## src/rtl/serial_bcd_sequencer.sv

```systemverilog
// Digit-serial BCD add sequencer: streams operand digit pairs to an external
// combinational BCD digit adder and collects the sum, plus the final carry, into one packed result.
module serial_bcd_sequencer #(
   parameter int unsigned NUM_DIGITS = 4
) (
   input  logic                        clk,
   input  logic                        rstn,
   input  logic                        in_valid,
   output logic                        in_ready,
   input  logic [4*NUM_DIGITS-1:0]     op_a,
   input  logic [4*NUM_DIGITS-1:0]     op_b,
   output logic                        out_valid,
   input  logic                        out_ready,
   output logic [4*(NUM_DIGITS+1)-1:0] result,
   output logic                        bcd_err,
   output logic [3:0]                  ser_a,
   output logic [3:0]                  ser_b,
   output logic                        ser_start,
   output logic                        ser_done,
   input  logic [3:0]                  ser_sum
);

   localparam int unsigned DW = 4 * NUM_DIGITS;
   localparam int unsigned RW = 4 * (NUM_DIGITS + 1);
   localparam int unsigned CW = $clog2(NUM_DIGITS) + 1;

   typedef enum logic [1:0] {IDLE, SEND, FLUSH, HOLD} state_t;

   state_t          state_q, state_d;
   logic [CW-1:0]   cnt_q;
   logic [DW-1:0]   a_sh_q, b_sh_q;
   logic [RW-1:0]   result_q;
   logic            bcd_err_q;
   logic            in_ready_q, out_valid_q, ser_start_q, ser_done_q;
   logic            in_ready_d, out_valid_d, ser_start_d, ser_done_d;
   logic            accept;

   function automatic logic has_bad_digit(input logic [DW-1:0] v);
      logic bad;
      bad = 1'b0;
      for (int i = 0; i < int'(NUM_DIGITS); i++) begin
         if (v[4*i +: 4] > 4'd9) bad = 1'b1;
      end
      return bad;
   endfunction

   // State register plus registered handshake/framing outputs
   always_ff @(posedge clk or negedge rstn) begin
      if (!rstn) begin
         state_q     <= IDLE;
         in_ready_q  <= 1'b1;
         out_valid_q <= 1'b0;
         ser_start_q <= 1'b0;
         ser_done_q  <= 1'b1;
      end else begin
         state_q     <= state_d;
         in_ready_q  <= in_ready_d;
         out_valid_q <= out_valid_d;
         ser_start_q <= ser_start_d;
         ser_done_q  <= ser_done_d;
      end
   end

   // Next state; outputs are decoded from the next state so they line up with it
   always_comb begin
      state_d     = state_q;
      accept      = 1'b0;
      in_ready_d  = 1'b0;
      out_valid_d = 1'b0;
      ser_start_d = 1'b0;
      ser_done_d  = 1'b0;
      case (state_q)
         IDLE: begin
            if (in_valid && in_ready_q) begin
               accept  = 1'b1;
               state_d = SEND;
            end
         end
         SEND: begin
            if (cnt_q == CW'(NUM_DIGITS - 1)) state_d = FLUSH;
         end
         FLUSH: state_d = HOLD;
         HOLD: begin
            if (out_ready) state_d = IDLE;
         end
         default: state_d = IDLE;
      endcase
      in_ready_d  = (state_d == IDLE);
      out_valid_d = (state_d == HOLD);
      ser_start_d = accept;
      ser_done_d  = (state_d == IDLE) || (state_d == HOLD);
   end

   // Datapath: operand shifters empty themselves to zero by FLUSH, keeping ser_a/ser_b at 0 outside SEND
   always_ff @(posedge clk or negedge rstn) begin
      if (!rstn) begin
         cnt_q     <= '0;
         a_sh_q    <= '0;
         b_sh_q    <= '0;
         result_q  <= '0;
         bcd_err_q <= 1'b0;
      end else if (accept) begin
         cnt_q     <= '0;
         a_sh_q    <= op_a;
         b_sh_q    <= op_b;
         result_q  <= '0;
         bcd_err_q <= has_bad_digit(op_a) | has_bad_digit(op_b);
      end else if (state_q == SEND || state_q == FLUSH) begin
         for (int i = 0; i <= int'(NUM_DIGITS); i++) begin
            if (cnt_q == CW'(i)) result_q[4*i +: 4] <= ser_sum;
         end
         if (state_q == SEND) begin
            cnt_q  <= cnt_q + CW'(1);
            a_sh_q <= a_sh_q >> 4;
            b_sh_q <= b_sh_q >> 4;
         end
      end
   end

   assign in_ready  = in_ready_q;
   assign out_valid = out_valid_q;
   assign ser_start = ser_start_q;
   assign ser_done  = ser_done_q;
   assign ser_a     = a_sh_q[3:0];
   assign ser_b     = b_sh_q[3:0];
   assign result    = result_q;
   assign bcd_err   = bcd_err_q;

endmodule
```

## config.mk

```make
export PLATFORM = sky130hd
export DESIGN_NAME = serial_bcd_sequencer
export DESIGN_NICKNAME = d
export VERILOG_FILES = /design/src/rtl/serial_bcd_sequencer.sv
export SDC_FILE = /design/constraint.sdc
export NUM_CORES = 1
export LEC_CHECK = 0
export CAP_MARGIN = 20
export CORE_MARGIN = 10
export CORE_UTILIZATION = 35
export DETAILED_ROUTE_END_ITERATION = 10
export DONT_BUFFER_PORTS = 1
export HOLD_SLACK_MARGIN = 0.06
export PLACE_DENSITY = 0.56
export RECOVER_POWER = 50
export SYNTH_ARGS = -nofsm -noshare
export SYNTH_HDL_FRONTEND = slang
export SYNTH_SLANG_ARGS = --single-unit
```

## constraint.sdc

```tcl
create_clock -name clk -period 1.8 [get_ports clk]
set_input_delay 0.09 -clock clk [delete_from_list [all_inputs] [get_ports clk]]
set_output_delay 0.09 -clock clk [all_outputs]
set_load 0.01 [all_outputs]
```

* Word-level counts from Yosys, hierarchy flattened
Index checks and enable logic that the tools add are counted.
Storage, ports and cells: word-level logic and storage cells 83, output and inout bits 33, register bits after elaboration 62, input port bits 40
Operators by class: multiplexer cells 32, bitwise logic cells 1, $add $sub $neg 1, reduce and logical (&&, ||, !) cells 19, equal/unequal tests 8, order comparisons 8
Operators with widths (count):
- 16-bit two-way mux | 6
- 20-bit two-way mux | 2
- 4-bit > comparator (second input constant) | 8
- 4-bit two-way mux | 5
- 2-bit nonzero test | 7
- 1-bit two-way mux | 12
- 2-bit AND reduction | 6
- 3-bit two-way mux | 3
- 2-bit one-hot mux with 4 select lines | 1
- 2-bit equality test (second input constant) | 3
- 3-bit by 2-bit equality test with 1-bit output (second input constant) | 2
- 2-bit two-way mux | 3
- 2-bit zero test | 2
- 3-bit by 1-bit adder with 3-bit output (second input constant) | 1
- 3-bit by 1-bit equality test with 1-bit output (second input constant) | 1
- 3-bit equality test (second input constant) | 1
- 3-bit zero test | 1
- 2-bit by 1-bit equality test with 1-bit output (second input constant) | 1
- 1-bit logical OR | 2
- 1-bit logical AND | 1
- 1-bit OR | 1

* Logic depth before layout (Yosys ltp)
depth after elaboration 7, mapped depth 8, depth with buffers taken out 7

* Worst setup path after synthesis
No wires, ideal clock.
path type register to register, from reg cnt_q[0], to reg ser_done_q, in the netlist ser_done, path slack 0.189 ns, arrival time 1.553 ns, setup time 0.058 ns, clock period less this slack 1.611 ns, required time 1.742 ns, cell stages (with the launch flop) 7, path buffers 0, cells stage by stage dfrtp_1 -> ha_1 -> ha_1 -> nand2b_1 -> a32o_1 -> ha_1 -> inv_1
On the way: cells in the longest elaborated chain, start to end 5, elaborated cells on any way between the ends 6, classes of those cells eq/ne (2); mux (2); reduce/logical (2)
Ends and longest elaborated chain:
- start: declaration | line 30 | logic [CW-1:0] cnt_q;
- start signal: assignment | line 113 | cnt_q <= cnt_q + CW'(1);
- 3-bit by 2-bit equality test with 1-bit output * | line 80 | if (cnt_q == CW'(NUM_DIGITS - 1)) state_d = FLUSH;
- 2-bit two-way mux * | line 80
- 2-bit one-hot mux with 4 select lines * | line 72 | case (state_q)
- 2-bit equality test or 2-bit zero test (tied branches) | line 91 | ser_done_d = (state_d == IDLE) || (state_d == HOLD);
- 1-bit logical OR * | line 91
- net ser_done_d | line 35 | logic in_ready_d, out_valid_d, ser_start_d, ser_done_d;
- end signal: assignment | line 60 | ser_done_q <= ser_done_d;
- end: declaration | line 34 | logic in_ready_q, out_valid_q, ser_start_q, ser_done_q;
The timed path passes the listed nets; every way through them passes the cells marked *. A chain may end at the register's enable or synchronous reset.

* Worst setup path after layout
Same ends and word-level chain as after synthesis.

==> impl_metrics.py <==
metrics = {
    "detailed_routing": {
        "viasPerCell": 4.860,
        "highest_layer": "met4",
        "totalWireLength_um": 7199,
        "wl_per_cell_um": 16.74,
        "drt_iter0_markers": 96,
        "wl_met2_um": 3272,
        "dr.pass1.iters": 4,
        "wl_met3_um": 806,
        "drc_errors": 0,
        "vias": 2090,
        "antenna_left": 0,
        "wl_met1_um": 3017,
    },
    "finish": {
        "layout.nets": 368,
        "drive_gt1_share_pct": 18.01,
        "n_antenna_cell": 0,
        "final_common_cell": "dfrtp_1",
        "layout.cells.most_common_list": "dfrtp_1, nand2_1, mux2i_1, dlygate4sd3_1, o21ai_2",
        "area_growth_pct": 19.59,
    },
    "synthesis": {
        "syn_nets": 330,
        "yosysSeqAreaShare_pct": 50.16,
        "yosysUniqueCellTypes": 27,
        "syn_avg_cell_area_um2": 11.10,
        "synth_area_um2": 3098,
        "yosys_warnings": 0,
        "ys.flop_type": "dfrtp_1",
        "synth-seq-cells": 62,
        "synth_edf_count": 0,
        "synthCells": 279,
        "async_flop_share_pct": 100.0,
    },
    "floorplanning": {
        "die_area_um2": 13010,
        "row_count": 34,
        "ioPinCount": 73,
        "core-area_um2": 8678,
        "die_x_um": 114.1,
        "die_h_um": 114.1,
        "initial_utilization_pct": 35.70,
    },
    "timing": {
        "hold_viol": 0,
        "rsz0062_at_grt": "no",
        "finalCriticalPeriod_ns": 1.638,
        "fin_tns_setup_ns": 0,
        "worst_slew_pin_slew_ns": 1.389,
        "slew_headroom_pct": 7.422,
        "maxClockFrequency_mhz": 610.5,
        "hold_ws_ns": 0.09576,
        "fin_skew_ns": 0.006519,
        "fin_ws_ns": 0.1619,
        "report.final.slew_viol_count": 0,
        "final.period_utilization_pct": 91.01,
        "setup_viol": 0,
    },
    "critical_path": {
        "path_class": "reg2reg",
        "crit_fanout": 4,
        "crit_required_ns": 2.08,
        "path_common_cell": "ha_1",
        "path_cells": "ha_1 -> ha_1 -> nand2b_1 -> a32o_1 -> ha_1 -> inv_1",
        "critPathCaptureType": "register",
        "startpoint_type": "register",
        "critPathMaxStageDelay_ns": 0.42,
        "arrival_ns": 1.92,
        "crit_slowest_cell": "dfrtp_1",
    },
    "cts": {
        "cts_tree": "done",
        "worstSkewPairLatency_ns": 0.33,
        "clk_path_buf_depth": 2,
        "cts.sinks": 62,
        "root_buffer": "clkbuf_8",
        "path_clk_slew_ns": 0.06,
        "post_cts_buffers": 0,
        "htreeDepth": 3,
        "cts-buffers-inserted": 9,
    },
    "global_routing": {
        "grt_max_degree": 63,
        "grt_use_total_pct": 11.31,
        "antenna_found_initial": 0,
        "grt_pass1_vias": 2234,
        "grt_pass1_wl_um": 11680,
        "grt-ovfl-total": 0,
    },
    "pwr": {
        "max-vdd-ir-drop_v": 0.0008379,
        "p_per_area_nw_per_um2": 1662,
        "leakage_nw": 1.776,
    },
    "place": {
        "pre_cts_slack_ns": 0.1653,
        "dpl.hpwl_um": 5014,
        "gp_congestion": 0.6885,
        "portBuffers": 0,
    },
    "flow_run": {
        "cap_violations": 0,
    },
    "run_status": {
        "status": "finished, final reports clean",
    },
    "worst_hold_path": {
        "min_path_type": "in2reg",
    },
}
## flip-flops by register name, indices dropped and copies added, names as in the netlist
register / cells
ser_start: 1
result: 20
a_sh_q: 16
ser_done: 1
bcd_err: 1
b_sh_q: 16
cnt_q: 3
out_valid: 1
state_q: 2
in_ready: 1
## cells in the mapped netlist (all sizes together) (2+ instances only)
| cell | number | area [um2] |
|---|---|---|
| nor2 | 22 | 82.58 |
| nand3b | 11 | 93.84 |
| dfstp | 2 | 52.55 |
| nand2 | 45 | 168.9 |
| a21oi | 5 | 25.02 |
| nand2b | 2 | 12.51 |
| and4 | 2 | 17.52 |
| mux2i | 41 | 410.4 |
| buf | 22 | 196.4 |
| ha | 11 | 137.6 |
| dfrtp | 60 | 1501 |
| inv | 8 | 35.04 |
| nand3 | 7 | 47.55 |
| o21ai | 34 | 260.3 |
## per-layer routing
| layer | track usage, % | vias up |
|---|---|---|
| li1 | - | 1027 |
| met1 | 13.02 | 988 |
| met2 | 17.46 | 66 |
| met3 | 6.080 | 9 |
| met4 | 4.010 | 0 |
| met5 | 0 | - |
## power by group
part / internal, W / switching, W
Clock: 0.000531 / 0.000524
Sequential: 0.00199 / 0.000550
Combinational: 0.00119 / 0.00137
Total: 0.00371 / 0.00245
## stage by stage
step	util, %	cell area [um2]	power (W)	instances
after floorplan	-	3098	0.004702	279
after global placement	36.32	3152	0.004992	375
after detailed placement	36.32	3152	0.005063	375
after CTS	42.95	3727	0.006274	430
after global routing	42.69	3705	0.006656	430
final	42.69	3705	0.006159	430
## cell families after synthesis
logic type,count (synthesis),share of synthesized area (%)
AND/OR/NAND/NOR,91,14.01
flip-flops,62,50.16
AO/OA/AOI/OAI,42,10.02
multiplexers,42,13.61
buffers and inverters,30,7.472
adder cells (fa/ha/maj),11,4.443
XOR/XNOR,1,0.2828
## worst max-delay path, delay by kind of cell, from the launching register on
family | cells | cell delay (ns)
adders and majority gates | 3 | 0.69
and+or+nand+nor | 1 | 0.16
buffers and inverters | 1 | 0.05
AOI/OAI and AO/OA | 1 | 0.26
DFF | 1 | 0.42
## layout make-up
type | count | area (um2)
fillers | 848 | 4974
inverters | 8 | 35.03
clock buffers | 12 | 145.1
repair buffers | 49 | 498.0
clock inverters | 4 | 22.52
flip-flops and latches | 62 | 1554
multi-input cells | 187 | 1315
well taps | 108 | 135.1
## timing repair
| action | in CTS | in global routing |
|---|---|---|
| setup endpoints to repair | 0 | 0 |
| hold buffers | 39 | 0 |
| gates resized for setup | 0 | 0 |
| hold endpoints to repair | 115 | 0 |
## path summary, 6_finish.rpt
path / slack (ns) / start / end / depth (start not counted)
max in group asynchronous: 0.33 / rstn / a_sh_q[14]$_DFFE_PN0P_ / 2
max: 0.16 / cnt_q[0]$_DFFE_PN0P_ / ser_done$_DFF_PN1_ / 6
min reg2reg: 0.52 / b_sh_q[12]$_DFFE_PN0P_ / b_sh_q[12]$_DFFE_PN0P_ / 2
max reg2reg: 0.16 / cnt_q[0]$_DFFE_PN0P_ / ser_done$_DFF_PN1_ / 6
min in group asynchronous: 0.61 / rstn / b_sh_q[1]$_DFFE_PN0P_ / 2
min: 0.1 / out_ready / state_q[0]$_DFF_PN0_ / 2
(Power assumes the default switching activity.)
